`config.mk`:
```
export PLATFORM = sky130hd
export DESIGN_NAME = operand_streamer_flat
export DESIGN_NICKNAME = d
export VERILOG_FILES = /design/src/rtl/operand_streamer_if.sv /design/src/rtl/operand_streamer.sv /design/src/flat_wrapper.sv
export SDC_FILE = /design/constraint.sdc
export NUM_CORES = 1
export LEC_CHECK = 0
export BUFFER_PORTS_ARGS = -buffer_cell sky130_fd_sc_hd__buf_2
export CORE_MARGIN = 1
export CORE_UTILIZATION = 54
export CTS_CLUSTER_DIAMETER = 150
export DETAILED_ROUTE_END_ITERATION = 16
export PLACE_DENSITY = 0.87
export SYNTH_ARGS = -nofsm -noshare
export SYNTH_HDL_FRONTEND = slang
export SYNTH_SLANG_ARGS = --single-unit
```
`constraint.sdc`:
```
create_clock -name clk -period 7.7 [get_ports clk]
set_input_delay 1.155 -clock clk [delete_from_list [all_inputs] [get_ports clk]]
set_output_delay 1.155 -clock clk [all_outputs]
set_load 0.05 [all_outputs]
```
`src/rtl/operand_streamer_if.sv`:
```
// Operand-streamer bundle: a/b operand handshakes plus the two source-memory read ports.
interface operand_streamer_if #(
    parameter int DW  = 16,
    parameter int AAW = 26,
    parameter int KAW = 16
);
    logic           act_mem_re;
    logic [AAW-1:0] act_mem_addr;
    logic [DW-1:0]  act_mem_qout;
    logic           krn_mem_re;
    logic [KAW-1:0] krn_mem_addr;
    logic [DW-1:0]  krn_mem_qout;
    logic [DW-1:0]  a_input;
    logic           a_valid;
    logic           a_ready;
    logic [DW-1:0]  b_input;
    logic           b_valid;
    logic           b_ready;

    modport master (
        output act_mem_re, act_mem_addr, input act_mem_qout,
        output krn_mem_re, krn_mem_addr, input krn_mem_qout,
        output a_input, a_valid, input a_ready,
        output b_input, b_valid, input b_ready
    );

    modport slave (
        input act_mem_re, act_mem_addr, output act_mem_qout,
        input krn_mem_re, krn_mem_addr, output krn_mem_qout,
        input a_input, a_valid, output a_ready,
        input b_input, b_valid, output b_ready
    );
endinterface

```
`src/rtl/operand_streamer.sv`:
```
// Walks the conv loop nest and streams zero-padded activation/kernel pairs; first valid 1 cycle after
// start, 1 pair/cycle; a and b are accepted independently and the next pair is read only once both are taken.
module operand_streamer #(
    parameter int IO_DATA_WIDTH      = 16,
    parameter int FEATURE_MAP_WIDTH  = 1024,
    parameter int FEATURE_MAP_HEIGHT = 1024,
    parameter int INPUT_NB_CHANNELS  = 64,
    parameter int OUTPUT_NB_CHANNELS = 64,
    parameter int KERNEL_SIZE        = 3,
    parameter int ACT_MEM_HEIGHT     = 1 << 26,
    parameter int KRN_MEM_HEIGHT     = 1 << 16
) (
    input  logic clk,
    input  logic rst_in,
    input  logic start,
    output logic running,
    output logic done,
    operand_streamer_if.master bus
);
    localparam int P   = (KERNEL_SIZE - 1) / 2;
    localparam int AAW = $clog2(ACT_MEM_HEIGHT);
    localparam int KAW = $clog2(KRN_MEM_HEIGHT);
    localparam int XW  = (FEATURE_MAP_WIDTH  > 1) ? $clog2(FEATURE_MAP_WIDTH)  : 1;
    localparam int YW  = (FEATURE_MAP_HEIGHT > 1) ? $clog2(FEATURE_MAP_HEIGHT) : 1;
    localparam int CIW = (INPUT_NB_CHANNELS  > 1) ? $clog2(INPUT_NB_CHANNELS)  : 1;
    localparam int COW = (OUTPUT_NB_CHANNELS > 1) ? $clog2(OUTPUT_NB_CHANNELS) : 1;
    localparam int KW  = (KERNEL_SIZE        > 1) ? $clog2(KERNEL_SIZE)        : 1;

    localparam logic [XW-1:0]  X_MAX  = XW'(FEATURE_MAP_WIDTH - 1);
    localparam logic [YW-1:0]  Y_MAX  = YW'(FEATURE_MAP_HEIGHT - 1);
    localparam logic [CIW-1:0] CI_MAX = CIW'(INPUT_NB_CHANNELS - 1);
    localparam logic [COW-1:0] CO_MAX = COW'(OUTPUT_NB_CHANNELS - 1);
    localparam logic [KW-1:0]  K_MAX  = KW'(KERNEL_SIZE - 1);

    typedef enum logic [1:0] {S_IDLE, S_STREAM, S_DONE} state_t;

    state_t         state;
    logic [YW-1:0]  y,  nxt_y;
    logic [XW-1:0]  x,  nxt_x;
    logic [COW-1:0] co, nxt_co;
    logic [CIW-1:0] ci, nxt_ci;
    logic [KW-1:0]  ky, nxt_ky;
    logic [KW-1:0]  kx, nxt_kx;
    logic           a_vld, b_vld, pad_q, nxt_pad;
    logic           carry, last, complete, issue;
    int             iy, ix;
    longint         act_full, krn_full;

    // Index of the pair to read next: zero from IDLE, otherwise the current index plus one.
    always_comb begin
        nxt_y  = y;
        nxt_x  = x;
        nxt_co = co;
        nxt_ci = ci;
        nxt_ky = ky;
        nxt_kx = kx;
        carry  = 1'b1;
        if (state == S_IDLE) begin
            nxt_y  = '0;
            nxt_x  = '0;
            nxt_co = '0;
            nxt_ci = '0;
            nxt_ky = '0;
            nxt_kx = '0;
        end else begin
            if (kx == K_MAX) nxt_kx = '0; else begin nxt_kx = kx + 1'b1; carry = 1'b0; end
            if (carry) begin
                if (ky == K_MAX) nxt_ky = '0; else begin nxt_ky = ky + 1'b1; carry = 1'b0; end
            end
            if (carry) begin
                if (ci == CI_MAX) nxt_ci = '0; else begin nxt_ci = ci + 1'b1; carry = 1'b0; end
            end
            if (carry) begin
                if (co == CO_MAX) nxt_co = '0; else begin nxt_co = co + 1'b1; carry = 1'b0; end
            end
            if (carry) begin
                if (x == X_MAX) nxt_x = '0; else begin nxt_x = x + 1'b1; carry = 1'b0; end
            end
            if (carry) begin
                if (y != Y_MAX) nxt_y = y + 1'b1;
                else nxt_y = '0;
            end
        end
    end

    always_comb begin
        iy       = int'(nxt_y) + int'(nxt_ky) - P;
        ix       = int'(nxt_x) + int'(nxt_kx) - P;
        nxt_pad  = (iy < 0) || (iy >= FEATURE_MAP_HEIGHT) || (ix < 0) || (ix >= FEATURE_MAP_WIDTH);
        act_full = (longint'(iy) * longint'(FEATURE_MAP_WIDTH) + longint'(ix))
                   * longint'(INPUT_NB_CHANNELS) + longint'(nxt_ci);
        krn_full = ((longint'(nxt_ky) * longint'(KERNEL_SIZE) + longint'(nxt_kx))
                   * longint'(INPUT_NB_CHANNELS) + longint'(nxt_ci))
                   * longint'(OUTPUT_NB_CHANNELS) + longint'(nxt_co);
    end

    assign last     = (y == Y_MAX) && (x == X_MAX) && (co == CO_MAX) &&
                      (ci == CI_MAX) && (ky == K_MAX) && (kx == K_MAX);
    assign complete = (state == S_STREAM) && (!a_vld || bus.a_ready) && (!b_vld || bus.b_ready);
    // Reads go out in the same cycle the previous pair completes so data lands with the new valids.
    assign issue    = !rst_in && (((state == S_IDLE) && start) || (complete && !last));

    assign bus.krn_mem_re   = issue;
    assign bus.krn_mem_addr = KAW'(krn_full);
    assign bus.act_mem_re   = issue && !nxt_pad;
    assign bus.act_mem_addr = AAW'(act_full);
    assign bus.a_valid      = a_vld;
    assign bus.b_valid      = b_vld;
    assign bus.a_input      = (running && !pad_q) ? bus.act_mem_qout : '0;
    assign bus.b_input      = bus.krn_mem_qout;

    always_ff @(posedge clk) begin
        if (rst_in) begin
            state   <= S_IDLE;
            y       <= '0;
            x       <= '0;
            co      <= '0;
            ci      <= '0;
            ky      <= '0;
            kx      <= '0;
            a_vld   <= 1'b0;
            b_vld   <= 1'b0;
            pad_q   <= 1'b0;
            running <= 1'b0;
            done    <= 1'b0;
        end else begin
            done <= 1'b0;
            case (state)
                S_IDLE: if (start) begin
                    state   <= S_STREAM;
                    running <= 1'b1;
                end
                S_STREAM: if (complete && last) begin
                    state <= S_DONE;
                    done  <= 1'b1;
                end
                default: begin
                    state   <= S_IDLE;
                    running <= 1'b0;
                end
            endcase
            if (issue) begin
                y     <= nxt_y;
                x     <= nxt_x;
                co    <= nxt_co;
                ci    <= nxt_ci;
                ky    <= nxt_ky;
                kx    <= nxt_kx;
                pad_q <= nxt_pad;
                a_vld <= 1'b1;
                b_vld <= 1'b1;
            end else begin
                // An accepted channel stays quiet until its partner is taken too.
                a_vld <= a_vld && !bus.a_ready;
                b_vld <= b_vld && !bus.b_ready;
            end
        end
    end
endmodule
```
`src/flat_wrapper.sv`:
```
// flat-port wrapper written by rule: the top's interface ports become plain ports
module operand_streamer_flat 
#(
    parameter int IO_DATA_WIDTH      = 16,
    parameter int FEATURE_MAP_WIDTH  = 1024,
    parameter int FEATURE_MAP_HEIGHT = 1024,
    parameter int INPUT_NB_CHANNELS  = 64,
    parameter int OUTPUT_NB_CHANNELS = 64,
    parameter int KERNEL_SIZE        = 3,
    parameter int ACT_MEM_HEIGHT     = 1 << 26,
    parameter int KRN_MEM_HEIGHT     = 1 << 16
)
  (clk, rst_in, start, running, done, bus_act_mem_re, bus_act_mem_addr, bus_act_mem_qout, bus_krn_mem_re, bus_krn_mem_addr, bus_krn_mem_qout, bus_a_input, bus_a_valid, bus_a_ready, bus_b_input, bus_b_valid, bus_b_ready);
  operand_streamer_if bus_i ();
  input  logic clk;
  input  logic rst_in;
  input  logic start;
  output logic running;
  output logic done;
  output wire logic [$bits(bus_i.act_mem_re)-1:0] bus_act_mem_re;
  output wire logic [$bits(bus_i.act_mem_addr)-1:0] bus_act_mem_addr;
  input wire logic [$bits(bus_i.act_mem_qout)-1:0] bus_act_mem_qout;
  output wire logic [$bits(bus_i.krn_mem_re)-1:0] bus_krn_mem_re;
  output wire logic [$bits(bus_i.krn_mem_addr)-1:0] bus_krn_mem_addr;
  input wire logic [$bits(bus_i.krn_mem_qout)-1:0] bus_krn_mem_qout;
  output wire logic [$bits(bus_i.a_input)-1:0] bus_a_input;
  output wire logic [$bits(bus_i.a_valid)-1:0] bus_a_valid;
  input wire logic [$bits(bus_i.a_ready)-1:0] bus_a_ready;
  output wire logic [$bits(bus_i.b_input)-1:0] bus_b_input;
  output wire logic [$bits(bus_i.b_valid)-1:0] bus_b_valid;
  input wire logic [$bits(bus_i.b_ready)-1:0] bus_b_ready;
  assign bus_act_mem_re = bus_i.act_mem_re;
  assign bus_act_mem_addr = bus_i.act_mem_addr;
  assign bus_i.act_mem_qout = bus_act_mem_qout;
  assign bus_krn_mem_re = bus_i.krn_mem_re;
  assign bus_krn_mem_addr = bus_i.krn_mem_addr;
  assign bus_i.krn_mem_qout = bus_krn_mem_qout;
  assign bus_a_input = bus_i.a_input;
  assign bus_a_valid = bus_i.a_valid;
  assign bus_i.a_ready = bus_a_ready;
  assign bus_b_input = bus_i.b_input;
  assign bus_b_valid = bus_i.b_valid;
  assign bus_i.b_ready = bus_b_ready;
  operand_streamer #(.IO_DATA_WIDTH(IO_DATA_WIDTH), .FEATURE_MAP_WIDTH(FEATURE_MAP_WIDTH), .FEATURE_MAP_HEIGHT(FEATURE_MAP_HEIGHT), .INPUT_NB_CHANNELS(INPUT_NB_CHANNELS), .OUTPUT_NB_CHANNELS(OUTPUT_NB_CHANNELS), .KERNEL_SIZE(KERNEL_SIZE), .ACT_MEM_HEIGHT(ACT_MEM_HEIGHT), .KRN_MEM_HEIGHT(KRN_MEM_HEIGHT)) u_core (.clk(clk), .rst_in(rst_in), .start(start), .running(running), .done(done), .bus(bus_i));
endmodule
```
# ---- Word level (Yosys, flattened, before mapping)
# Index checks and enable logic that the tools add are counted.
dict set report totals {
  regBits 43
  elab_cells 116
}
dict set report op_classes {
  order_cmp 4
  n_addsub 15
  bitwise_logic 1
  n_mux 40
  eq_ne 10
  n_mul 1
  reduce_logical 33
}
# op count
set ops {}
lappend ops {{$ge 32x12->1 const B} 2}
lappend ops {{$lt 32x1->1 const B} 2}
lappend ops {{$mux 10} 6}
lappend ops {{$mux 6} 6}
lappend ops {{$add 26x7->26} 1}
lappend ops {{$sub 11x1->12 const B} 2}
lappend ops {{$add 10x2->11} 2}
lappend ops {{$add 10x1->10 const B} 2}
lappend ops {{$add 20x20->20} 1}
lappend ops {{$eq 10x10->1 const B} 2}
lappend ops {{$mux 1} 18}
lappend ops {{$add 16x7->16} 1}
lappend ops {{$mux 16} 1}
lappend ops {{$logic_and 1x1->1} 15}
lappend ops {{$mux 2} 7}
lappend ops {{$add 6x1->6 const B} 2}
lappend ops {{$eq 6x6->1 const B} 2}
lappend ops {{$add 10x7->10} 1}
lappend ops {{$ne 10x10->1 const B} 1}
lappend ops {{$logic_not 1->1} 8}
lappend ops {{$logic_or 1x1->1} 6}
lappend ops {{$add 2x1->2 const B} 2}
lappend ops {{$add 4x3->4} 1}
lappend ops {{$eq 2x2->1 const B} 2}
lappend ops {{9 further kinds} 11}

# ---- Logic depth before layout (Yosys ltp)
# Gate-level depths: netlist of the first run.
dict set report logic_depth {
  depth_word 21
  mapped_depth 24
}

# ---- Worst setup path before layout of the first run
# OpenSTA, ideal clock, no wires.
dict set report synth_path {
  path_kind {reg2out}
  startpoint {register u_core.ci[0]}
  endpoint {output bus_act_mem_addr[25]}
  path_slack_ns 0.398
  t_arrival_ns 6.147
  path_stages_with_launch 22
  path_cell_list {dfxtp_1 ha_1 nand2_1 or4_1 buf_2 nor2_2 nor2_1 nand2_1 ha_1 inv_1 ha_1 fa_1 a21oi_1 o211ai_1 a311oi_1 ha_1 a21o_1 a21oi_1 o21ai_0 o41ai_1 o21ai_0 xnor2_1}
}
dict set report synth_between {
  elab_chain_cells 14
  elab_cells_between_ends 22
  cone_classes {add/sub (7); eq/ne (1); mux (14)}
}
# element line
set synth_lines {}
lappend synth_lines {{from (decl)} operand_streamer.sv:41} ;# logic [CIW-1:0] ci, nxt_ci;
lappend synth_lines {{from (signal assigned)} operand_streamer.sv:146} ;# ci <= nxt_ci;
lappend synth_lines {{$eq 6x6->1} operand_streamer.sv:71} ;# if (ci == CI_MAX) nxt_ci = '0; else begin nxt_ci = ci + 1'b1; carry = 1'b0; end
lappend synth_lines {{$mux 1} operand_streamer.sv:71}
lappend synth_lines {{$mux 1} operand_streamer.sv:70} ;# if (carry) begin
lappend synth_lines {{$mux 1} operand_streamer.sv:58} ;# if (state == S_IDLE) begin
lappend synth_lines {{$mux 1} operand_streamer.sv:73} ;# if (carry) begin
lappend synth_lines {{$mux 1} operand_streamer.sv:58}
lappend synth_lines {{$mux 1} operand_streamer.sv:76} ;# if (carry) begin
lappend synth_lines {{$mux 1} operand_streamer.sv:58}
lappend synth_lines {{$mux 10} operand_streamer.sv:79} ;# if (carry) begin
lappend synth_lines {{$mux 10} operand_streamer.sv:58}
lappend synth_lines {{$add 10x2->11} operand_streamer.sv:87} ;# iy = int'(nxt_y) + int'(nxt_ky) - P;
lappend synth_lines {{$sub 11x1->12} operand_streamer.sv:87}
lappend synth_lines {{$add 20x20->20} operand_streamer.sv:90} ;# act_full = (longint'(iy) * longint'(FEATURE_MAP_WIDTH) + longint'(ix))
lappend synth_lines {{$add 26x7->26 *} operand_streamer.sv:91} ;# * longint'(INPUT_NB_CHANNELS) + longint'(nxt_ci);
lappend synth_lines {{to (decl)} flat_wrapper.sv:21} ;# output wire logic [$bits(bus_i.act_mem_addr)-1:0] bus_act_mem_addr;
# Every way passes the cells marked *; elsewhere a longest branch is shown, timed or not. The select of a mux whose other input is x is not followed.

# ---- Worst setup path after layout of the first run
dict set report layout_path {
  startpoint {register u_core.co[0]}
  endpoint {output bus_act_mem_addr[25]}
}
dict set report layout_between {
  elab_chain_cells 12
  elab_cells_between_ends 16
  cone_classes {add/sub (6); eq/ne (1); mux (9)}
}
# element line
set layout_lines {}
lappend layout_lines {{from (decl)} operand_streamer.sv:40} ;# logic [COW-1:0] co, nxt_co;
lappend layout_lines {{from (signal assigned)} operand_streamer.sv:145} ;# co <= nxt_co;
lappend layout_lines {{$eq 6x6->1 *} operand_streamer.sv:74} ;# if (co == CO_MAX) nxt_co = '0; else begin nxt_co = co + 1'b1; carry = 1'b0; end
lappend layout_lines {{$mux 1 *} operand_streamer.sv:74}
lappend layout_lines {{$mux 1 *} operand_streamer.sv:73}
lappend layout_lines {{$mux 1 *} operand_streamer.sv:58}
lappend layout_lines {{$mux 1} operand_streamer.sv:76}
lappend layout_lines {{$mux 1} operand_streamer.sv:58}
lappend layout_lines {{$mux 10} operand_streamer.sv:79}
lappend layout_lines {{$mux 10} operand_streamer.sv:58}
lappend layout_lines {{$add 10x2->11} operand_streamer.sv:87}
lappend layout_lines {{$sub 11x1->12} operand_streamer.sv:87}
lappend layout_lines {{$add 20x20->20 *} operand_streamer.sv:90}
lappend layout_lines {{$add 26x7->26 *} operand_streamer.sv:91}
# Marks and branches as above.

==> impl_results.md, run 1 <==
* Drt pass-1 iters at 6
* Post-route minimum period at 7.11 ns
* Static Leak at 2.00 nW
* Synth Register Bits at 43
* CTS H-tree depth at 2
* Fin. max-slew vios at 0
* Switch Pwr at 240 uW
* TritonCTS Buffers at 5
* Starting Density at 56.1%
* Antenna violations before repair at 0
* Final hold violations at 0
* Switching Share at 39.1%
* Synth area leader: dfxtp_1
* Clock Root Buffer: clkbuf_8
* Peak supply drop at 0.107 mV
* Asr flop ratio synth at 0%
* Setup TNS at 0 ns
* DRC violations left at 0
* Max Cap Violations at 0
* Grt total ovfl at 0
* Clk sink count at 43
* Clk_lat worst skew at 0.30 ns
* HP Start: u_core.y[1]$_SDFFE_PP0P_
* RSZ-0062 raised after global routing: false
* Clock-pin slew on the worst setup and hold paths at 0.08 ns
* # setup viols final at 0
* Fin cells at 748
* Critical Path Start Type: register
* Final non-filler cell area at 4770 um^2
* WP data required at 6.55 ns
* WL/cell at 15.5 um
* Crit path cell chain: ha_1 -> nand4_1 -> or4_4 -> nor2_2 -> nor2_1 -> nand2_1 -> ha_1 -> inv_1 -> ha_1 -> fa_1 -> a21oi_1 -> o211ai_1 -> a311oi_2 -> buf_4 -> ha_1 -> a21o_1 -> a21oi_1 -> o21ai_0 -> o41ai_2 -> o21ai_0 -> xnor2_1 -> buf_2
* # fillers at 717
* Layout Nets at 728
* Number of I/O pins at 117
* Drt total wl at 11600 um
* Global-route wire length before repair at 19400 um
* Sequential fraction of design power at 36.9%
* Critical path capture point type: output port
* R2R Path End: u_core.pad_q$_SDFFE_PP0P_
* Post-DP HPWL at 8920 um
* Cell variety after synth at 59
* Die Ht at 92.1 um
* Max-slew headroom at 42.3%
* Placed cell count at 741
* Worst Clk Skew at 0.00756 ns
* Synth-to-layout area growth at 8.94%
* PD cells at 129 nW/um^2
* Seq/Total Area, Yosys at 19.6%
* Post-synthesis cell count at 602
* Synth warn at 0
* Worst-Margin Slew at 0.866 ns
* Hold EP: u_core.y[1]$_SDFFE_PP0P_
* Fmax at 141 MHz
* Outcome: complete, no violations
* Cell Area, Placed at 4660 um^2
* Area of the multi-input gates at 3080 um^2
* Syn Nets at 684
* RD Place Congestion at 0.931
* Power share of the combinational group at 34.8%
* Setup bufs post-CTS at 0
* Top FF cell, synth: dfxtp_1
* Vias in the first global route at 4205
* Worst-path fanout max at 19
* CP most frequent cell: ha_1
* CTS tree: done
* Number of enable flip-flop cells after synthesis at 0
* Die Wd at 92.1 um
* Crit. Startpoint: u_core.co[0]$_SDFFE_PP0P_
* Area contributors post-synth: dfxtp_1, ha_1, a21oi_1
* Post-Syn Area at 4380 um^2
* Post-DRT Antenna Nets at 0
* Critical path's largest stage delay at 0.58 ns
* Reg2reg start: u_core.ky[1]$_SDFFE_PP0P_
* Design Power at 615 uW
* CTS max path bufs at 2
* Seq. cell area at 861 um^2
* Min-Delay Path Class: reg2reg
* Via density at 6.03
* Die Area at 8480 um^2
* Core box area at 7810 um^2
* Num rows at 32
* Largest net degree at the start of global routing at 46
* Period utilization at 92.3%
* Antenna fix cells at 0
* Yosys top cell area share at 19.6%
* Hold path depth at 2
* GRT Util Overall at 28.1%
* Worst endpoint data arrival time at 5.95 ns
* Critical path's slowest cell: or4_4
* Share of post-route cells with drive strength above 1 at 17.3%
* Clock power frac at 28.2%
* Reg2Reg Setup Slack at 3.34 ns
* P_int at 374 uW
* CP Class: reg2out
* Via count at 4512
* Port Buffers at 84
* Initial DRC count at 451
* Worst Reg-to-Reg Cells at 15
* Average size of a mapped cell at 7.28 um^2
-- how the worst max path moves through the flow --
stage	end	slack (ns)	depth (start not counted)
2_1_floorplan	bus_act_mem_addr[25]	0.40	21
3_3_place_gp	bus_act_mem_addr[25]	0.93	22
3_5_place_dp	bus_act_mem_addr[25]	0.63	22
4_1_cts	bus_act_mem_addr[25]	0.26	22
5_1_grt	bus_act_mem_addr[25]	0.13	22
6_report	bus_act_mem_addr[25]	0.59	22
-- worst max-delay path, delay by kind of cell, from the launching register on --
kind	cells	cell delay, ns
AO/OA/AOI/OAI	8	1.83
AND/OR/NAND/NOR	5	1.38
adder cells (fa/ha/maj)	5	1.30
buffers and inverters	3	0.55
flip-flops	1	0.42
XOR/XNOR	1	0.16
-- layer usage --
layer	GRT usage, %	share of wire, %
met5	0	0
met2	50.1	49
met1	34.7	40
met3	4.48	9.6
met4	7.81	1.4
-- per-stage QoR --
stage	setup slack [ns]	hold slack, ns	util [%]
global placement	0.926	0.470	59.7
finish	0.593	0.503	61.1
global route	0.131	0.511	61.1
detailed placement	0.631	0.482	59.7
floorplan	0.398	0.449	-
CTS	0.263	0.494	61.0
-- cells in the final DEF, fill, tap and decap left out, types with 2 or more instances in the layout --
cell | synthesis | final
a311oi_1 | 4 | 3
buf_2 | 6 | 84
buf_4 | 24 | 4
a31oi_1 | 5 | 5
nand4_1 | 9 | 9
clkbuf_8 | 0 | 5
dfxtp_1 | 43 | 43
fa_1 | 5 | 5
and2_1 | 18 | 18
nor3_1 | 12 | 12
xnor2_1 | 27 | 27
mux2_2 | 2 | 2
o22ai_1 | 2 | 2
and3_1 | 8 | 8
a21oi_1 | 60 | 60
inv_1 | 40 | 40
nand2b_1 | 16 | 16
nand2_1 | 71 | 71
nand3_1 | 20 | 20
and4_1 | 3 | 3
or2_2 | 3 | 3
o21ai_1 | 2 | 2
nor2b_1 | 4 | 4
o31ai_1 | 3 | 3
o21ai_0 | 34 | 34
o21bai_1 | 3 | 3
xor2_1 | 15 | 15
or4_1 | 9 | 8
a21oi_2 | 2 | 2
nand4b_1 | 5 | 5
o21a_1 | 4 | 4
a21o_1 | 5 | 5
nor4_1 | 6 | 6
ha_1 | 40 | 40
nor2_1 | 43 | 43
or3_1 | 5 | 5
o211ai_1 | 2 | 2
-- cells in the mapped netlist, drive strengths merged (7+ instances only) --
cell type and number:
a21oi 62, nor2 44, o21ai 36, and2 19, ha 40, or4 9, nor3 13, xnor2 27
nand3 20, xor2 15, inv 40, buf 32, nand2 71, and3 8, clkbuf 19, dfxtp 43
nand4 9, nand2b 16, nor4 7
-- area by class of cell --
| cell class | instances | share of cell area [%] |
|---|---|---|
| clock buffers | 6 | 1.52 |
| repair buffers | 88 | 9.44 |
| clock inverters | 1 | 0.629 |
| multi-input cells | 468 | 64.6 |
| well taps | 102 | 2.67 |
| inverters | 40 | 3.15 |
| flip-flops and latches | 43 | 18.0 |
-- timing repair --
item,in CTS,in global routing
endpoints found under the setup margin,0,3
resized for setup,0,2
hold buffers,0,0
-- sequential cells by signal (all words and copies together) (netlist names) --
name,cells
u_core.bus.a_valid,1
u_core.state,2
u_core.running,1
u_core.kx,2
u_core.ky,2
u_core.x,10
u_core.done,1
u_core.bus.b_valid,1
u_core.ci,6
u_core.y,10
u_core.pad_q,1
u_core.co,6
-- logic make-up after synthesis --
logic type,Yosys count,synth area share (%)
AO/OA/AOI/OAI,137,18.2
XOR/XNOR,42,8.40
adder cells (fa/ha/maj),45,13.7
buffers and inverters,91,10.4
flip-flops,43,19.6
multiplexers,3,0.742
AND/OR/NAND/NOR,241,28.8
-- power by group through the flow --
| stage | registers, mW | logic, mW | clock network, mW |
|---|---|---|---|
| after detailed placement | 0.232 | 0.211 | 0 |
| final | 0.227 | 0.214 | 0.174 |
| after global routing | 0.228 | 0.228 | 0.184 |
| after CTS | 0.227 | 0.212 | 0.177 |
| after floorplan | 0.237 | 0.183 | 0 |
| after global placement | 0.232 | 0.207 | 0 |
No activity file was read; power rests on OpenSTA's default activity.
==> inputs of run 2 (changes only) <==
==> constraint.sdc (replaced) <==
create_clock -name clk -period 7.7 [get_ports clk]
set_input_delay 1.155 -clock clk [delete_from_list [all_inputs] [get_ports clk]]
set_output_delay 1.155 -clock clk [all_outputs]
set_load 0.02 [all_outputs]
==> impl_results.md, run 2 (same netlist as run 1, synthesis figures left out) <==
* Post-route minimum period at 7.09 ns (-0.0178 ns)
* Post-DRT Antenna Nets at 0 (unchanged)
* Worst Clk Skew at 0.00991 ns (+0.00235 ns)
* Global-route wire length before repair at 18900 um (-2.6%)
* Drt pass-1 iters at 5 (-1)
* Critical Path Start Type: register
* Fin. max-slew vios at 0 (unchanged)
* Hold buffer count at CTS at 0 (unchanged)
* # fillers at 686 (-4.3%)
* Most frequent cells in the layout: buf_2, nand2_1, a21oi_1, nor2_1, dfxtp_1
* CTS H-tree depth at 2 (unchanged)
* WL/cell at 15.2 um (-2.2%)
* Core box area at 7810 um^2 (unchanged)
* Period utilization at 92.1% (-0.23 points)
* Commonest non-fill, non-tap cell in the layout: buf_2
* Via density at 5.90 (-2.2%)
* Final hold violations at 0 (unchanged)
* WP data required at 6.55 ns (about the same)
* Antenna violations before repair at 0 (unchanged)
* Clock-pin slew on the worst setup and hold paths at 0.09 ns (about the same)
* CTS tree: done
* Top flop regs: u_core.x: 10 flops, u_core.y: 10 flops
* Clock Root Buffer: clkbuf_8
* Num rows at 32 (unchanged)
* DRC violations left at 0 (unchanged)
* Peak supply drop at 0.159 mV (+49%)
* GRT Util Overall at 27.4% (-0.65 points)
* Port Buffers at 84 (unchanged)
* Outcome: complete, no violations
* Worst endpoint data arrival time at 5.93 ns (-0.02 ns)
* Grt total ovfl at 0 (unchanged)
* PD cells at 119 nW/um^2 (-7.5%)
* Die Area at 8480 um^2 (unchanged)
* Number of I/O pins at 117 (unchanged)
* Max-slew headroom at 43.2% (+0.91 points)
* Share of post-route cells with drive strength above 1 at 17.5% (+0.13 points)
* RSZ-0062 raised after global routing: false
* Clk sink count at 43 (unchanged)
* Antenna fix cells at 0 (unchanged)
* RD Place Congestion at 0.930 (-0.11%)
* Static Leak at 2.00 nW (+0.12%)
* Via count at 4417 (-2.1%)
* Die Wd at 92.1 um (unchanged)
* Post-DP HPWL at 8660 um (-3.0%)
* Clk_lat worst skew at 0.31 ns (about the same)
* Fmax at 141 MHz (+0.25%)
* Starting Density at 56.1% (unchanged)
* CP Class: reg2out
* Synth-to-layout area growth at 8.99% (about the same)
* Vias in the first global route at 3956 (-5.9%)
* Largest net degree at the start of global routing at 46 (unchanged)
* Min-Delay Path Class: reg2reg
* Layout Nets at 728 (unchanged)
* Setup bufs post-CTS at 0 (unchanged)
* Setup TNS at 0 ns (unchanged)
* CTS max path bufs at 2 (unchanged)
* Critical path capture point type: output port
* Worst-path fanout max at 19 (unchanged)
* Max Cap Violations at 0 (unchanged)
* TritonCTS Buffers at 5 (unchanged)
* Worst-Margin Slew at 0.852 ns (-0.0136 ns)
* Drt total wl at 11400 um (-2.0%)
* Design Power at 569 uW (-7.5%)
* # setup viols final at 0 (unchanged)
* Die Ht at 92.1 um (unchanged)
* Initial DRC count at 344 (-24%)
run 2: cell types whose count changed in the layout (fill, tap and decap cells not counted), sizes merged:
cell and change:
clkbuf -1, clkinv +2
run 2: through the flow:
step	worst slack, ns	utilization, %	hold slack, ns	cells	area [um^2]
after CTS	0.417	61.1	0.484	749	4770
after detailed placement	0.790	59.7	0.472	741	4660
after global placement	1.04	59.7	0.470	741	4660
after global routing	0.219	61.2	0.520	749	4780
after floorplan	0.843	-	0.449	602	4380
final	0.611	61.2	0.486	749	4780
run 2: worst paths after layout:
kind / startpoint / to / slack, ns / depth (start not counted)
worst max-delay path: u_core.co[0]$_SDFFE_PP0P_ / bus_act_mem_addr[25] / 0.61 / 22
worst min-delay path: u_core.y[6]$_SDFFE_PP0P_ / u_core.y[6]$_SDFFE_PP0P_ / 0.49 / 2
worst max register to register: u_core.ky[1]$_SDFFE_PP0P_ / u_core.pad_q$_SDFFE_PP0P_ / 3.31 / 15
worst min register to register: u_core.y[6]$_SDFFE_PP0P_ / u_core.y[6]$_SDFFE_PP0P_ / 0.49 / 2
run 2: layout make-up:
cell class	count	area (um^2)	share of cell area, %
Clock buffer	5	68.8	1.44
Clock inverter	3	43.8	0.917
Inverter	40	150	3.14
Multi-Input combinational cell	468	3070	64.4
Sequential cell	43	861	18.0
Tap cell	102	128	2.67
Timing Repair Buffer	88	450	9.43
run 2: critical path: stages (launching register included):
cell and delay, ns:
dfxtp_1 0.42, ha_1 0.26, nand4_1 0.15, or4_4 0.58, nor2_2 0.27, nor2_1 0.20
nand2_1 0.15, ha_1 0.15, inv_1 0.04, ha_1 0.20, fa_1 0.44, a21oi_1 0.23
o211ai_1 0.20, a311oi_2 0.30, buf_4 0.24, ha_1 0.25, a21o_1 0.15, a21oi_1 0.21
o21ai_0 0.17, o41ai_1 0.44, o21ai_0 0.21, xnor2_1 0.18, buf_2 0.18
run 2: per-layer routing:
layer	part of all wire [%]	vias up	GRT usage (%)
li1	-	2163	-
met1	44	2023	36.9
met2	46	205	45.3
met3	8.7	26	5.56
met4	1.2	0	5.73
met5	0	-	0
run 2: where the power goes:
part / switching (mW) / internal [mW]
sequential: 0.00212 / 0.225
combinational: 0.104 / 0.0538
clock: 0.0876 / 0.0967
total: 0.194 / 0.375
run 2: timing repair:
item | 4_1_cts | 5_1_grt
resized for setup | 0 | 1
endpoints found under the hold margin | 0 | 0
endpoints found under the setup margin | 0 | 1
==> inputs of run 3 (changes only) <==
--- a/config.mk
+++ b/config.mk
@@ -10,7 +10,9 @@
 export CORE_UTILIZATION = 54
 export CTS_CLUSTER_DIAMETER = 150
 export DETAILED_ROUTE_END_ITERATION = 16
-export PLACE_DENSITY = 0.87
+export GPL_TIMING_DRIVEN = 0
+export HOLD_SLACK_MARGIN = 0.15
+export PLACE_DENSITY_LB_ADDON = 0.12
 export SYNTH_ARGS = -nofsm -noshare
 export SYNTH_HDL_FRONTEND = slang
 export SYNTH_SLANG_ARGS = --single-unit
==> impl_results.md, run 3 (same netlist as run 1, synthesis figures left out) <==
* Outcome: complete, no violations
* Critical Path Start Type: register
* GRT Util Overall at 27.9% (+0.45 points)
* WL/cell at 14.5 um (-4.9%)
* Post-route minimum period at 7.16 ns (+0.0703 ns)
* Clk sink count at 43 (unchanged)
* Clk_lat worst skew at 0.31 ns (about the same)
* Clock power frac at 31.0% (-1.4 points)
* Sequential fraction of design power at 38.6% (-1.3 points)
* Reg2reg start: u_core.ci[0]$_SDFFE_PP0P_
* Hold path depth at 2 (unchanged)
* Critical path capture point type: output port
* Via count at 4626 (+4.7%)
* Critical path's slowest cell: or4_1
* Num rows at 32 (unchanged)
* M1 WL at 4980 um (about the same)
* Max Cap Violations at 0 (unchanged)
* CP most frequent cell: ha_1
* Design Power at 589 uW (+3.5%)
* Peak supply drop at 0.0820 mV (-48%)
* Die Area at 8480 um^2 (unchanged)
* Critical path's largest stage delay at 0.50 ns (-0.08 ns)
* Power share of the combinational group at 30.4% (+2.7 points)
* CTS H-tree depth at 2 (unchanged)
* Grt total ovfl at 0 (unchanged)
* Clock-pin slew on the worst setup and hold paths at 0.09 ns (about the same)
* Die Wd at 92.1 um (unchanged)
* Worst hold slack at 0.480 ns (-0.00562 ns)
* HP Start: u_core.y[6]$_SDFFE_PP0P_
* Starting Density at 56.1% (unchanged)
* Worst Clk Skew at 0.00820 ns (-0.00171 ns)
* Fin. max-slew vios at 0 (unchanged)
* Static Leak at 2.23 nW (+12%)
* Worst endpoint data arrival time at 6.00 ns (+0.07 ns)
* Die Ht at 92.1 um (unchanged)
* # setup viols final at 0 (unchanged)
* Top flop regs: u_core.x: 10 flops, u_core.y: 10 flops
* Share of post-route cells with drive strength above 1 at 22.4% (+4.9 points)
* TritonCTS Buffers at 5 (unchanged)
* Crit path cell chain: ha_1 -> nand2_1 -> or4_1 -> buf_2 -> nor2_1 -> and3_1 -> xnor2_1 -> nand2b_1 -> ha_1 -> nand3_1 -> o211ai_1 -> nor2b_1 -> o31ai_1 -> xnor2_1 -> inv_1 -> ha_1 -> fa_1 -> a21o_1 -> a21oi_1 -> o21bai_1 -> a21oi_1 -> o21ai_0 -> xor2_1 -> buf_2
* Fmax at 140 MHz (-0.98%)
* CP Class: reg2out
* R2R Path End: u_core.pad_q$_SDFFE_PP0P_
* Switch Pwr at 202 uW (+4.4%)
* Post-DP HPWL at 9130 um (+5.5%)
* Worst Reg-to-Reg Cells at 17 (+2)
* RSZ-0062 raised after global routing: false
* P_int at 386 uW (+2.9%)
* Worst-Margin Slew at 0.680 ns (-0.172 ns)
* Vias in the first global route at 4270 (+7.9%)
* Top sig layer: met4
* CTS tree: done
* Final hold violations at 0 (unchanged)
* # fillers at 759 (+11%)
* Period utilization at 93.0% (+0.91 points)
* Post-DRT Antenna Nets at 0 (unchanged)
* Max-slew headroom at 54.3% (+11 points)
* Worst-path fanout max at 10 (-9)
* Largest net degree at the start of global routing at 15 (-67%)
* Most frequent cells in the layout: buf_2, nand2_1, a21oi_1, nor2_1, dfxtp_1
* Via density at 5.70 (-3.4%)
* Global-route wire length before repair at 19200 um (+1.5%)
* Synth-to-layout area growth at 17.4%
* Switching Share at 34.3% (+0.32 points)
* Number of I/O pins at 117 (unchanged)
* Drt pass-1 iters at 5 (unchanged)
* DRC violations left at 0 (unchanged)
* WP data required at 6.55 ns (about the same)
* Clock Root Buffer: clkbuf_8
* Drt total wl at 11700 um (+3.1%)
* Core box area at 7810 um^2 (unchanged)
* Hold EP: u_core.y[6]$_SDFFE_PP0P_
* CTS max path bufs at 2 (unchanged)
* RD Place Congestion at 0.913 (-1.8%)
* Antenna fix cells at 0 (unchanged)
* Antenna violations before repair at 0 (unchanged)
* Layout Nets at 791 (+8.7%)
* Min-Delay Path Class: reg2reg
* DR WL met3 at 1070 um (+7.9%)
* Reg2Reg Setup Slack at 3.37 ns (+0.06 ns)
* Commonest non-fill, non-tap cell in the layout: buf_2
* Port Buffers at 99 (+18%)
* Routed wl met2 at 5520 um (+4.7%)
* PD cells at 114 nW/um^2 (-3.9%)
* Initial DRC count at 406 (+18%)
* Hold buffer count at CTS at 0 (unchanged)
==> run 3: final cells by class <==
cell class	count	area, um^2	area share, %
inverters	40	150	2.92
multi-input cells	468	3080	59.9
repair buffers	100	507	9.85
clock inverters	3	43.8	0.852
flip-flops and latches	43	861	16.7
well taps	102	128	2.48
clock buffers	5	68.8	1.34
plain buffers	51	307	5.96
==> run 3: how the worst max path moves through the flow <==
stage	start	end	slack (ns)	cells past startpoint
final	u_core.ci[0]$_SDFFE_PP0P_	bus_act_mem_addr[24]	0.54	24
after global routing	u_core.ci[0]$_SDFFE_PP0P_	bus_act_mem_addr[24]	0.03	24
after CTS	u_core.ci[0]$_SDFFE_PP0P_	bus_act_mem_addr[25]	0.44	23
after detailed placement	u_core.ci[0]$_SDFFE_PP0P_	bus_act_mem_addr[25]	0.80	23
after global placement	u_core.ci[0]$_SDFFE_PP0P_	bus_act_mem_addr[25]	-0.27	22
after floorplan	u_core.ci[0]$_SDFFE_PP0P_	bus_act_mem_addr[25]	0.84	21
==> run 3: metal layers <==
layer / global-route usage [%] / up-vias
met5: 0 / -
met4: 8.59 / 0
met3: 4.48 / 16
met2: 48.4 / 213
met1: 35.2 / 2121
li1: - / 2276
==> run 3: power groups by stage <==
stage	registers [mW]	clock network (mW)	logic, mW
finish	0.227	0.183	0.179
global route	0.227	0.192	0.195
CTS	0.227	0.182	0.178
detailed placement	0.232	0	0.177
global placement	0.232	0	0.172
floorplan	0.234	0	0.121
==> run 3: worst max-delay path, delay by kind of cell (launching register included) <==
kind / cells / cell delay (ns)
adder cells (fa/ha/maj): 4 / 1.23
XOR/XNOR: 3 / 0.46
AO/OA/AOI/OAI: 7 / 1.48
buffers and inverters: 3 / 0.53
AND/OR/NAND/NOR: 7 / 1.58
flip-flops: 1 / 0.41
==> run 3: repair_timing <==
| action | CTS | global route |
|---|---|---|
| setup endpoints to repair | 0 | 1 |
| buffers inserted | 0 | 0 |
| gates resized for setup | 0 | 1 |
==> run 3: through the flow <==
step	worst slack [ns]	TNS (ns)	util, %	cells	cell area [um^2]
6_report	0.540	0	65.9	812	5140
5_1_grt	0.0253	0	65.9	812	5140
4_1_cts	0.440	0	65.8	812	5130
3_5_place_dp	0.796	0	64.3	804	5020
3_3_place_gp	-0.270	-0.313	64.1	803	5000
2_1_floorplan	0.843	0	-	602	4380
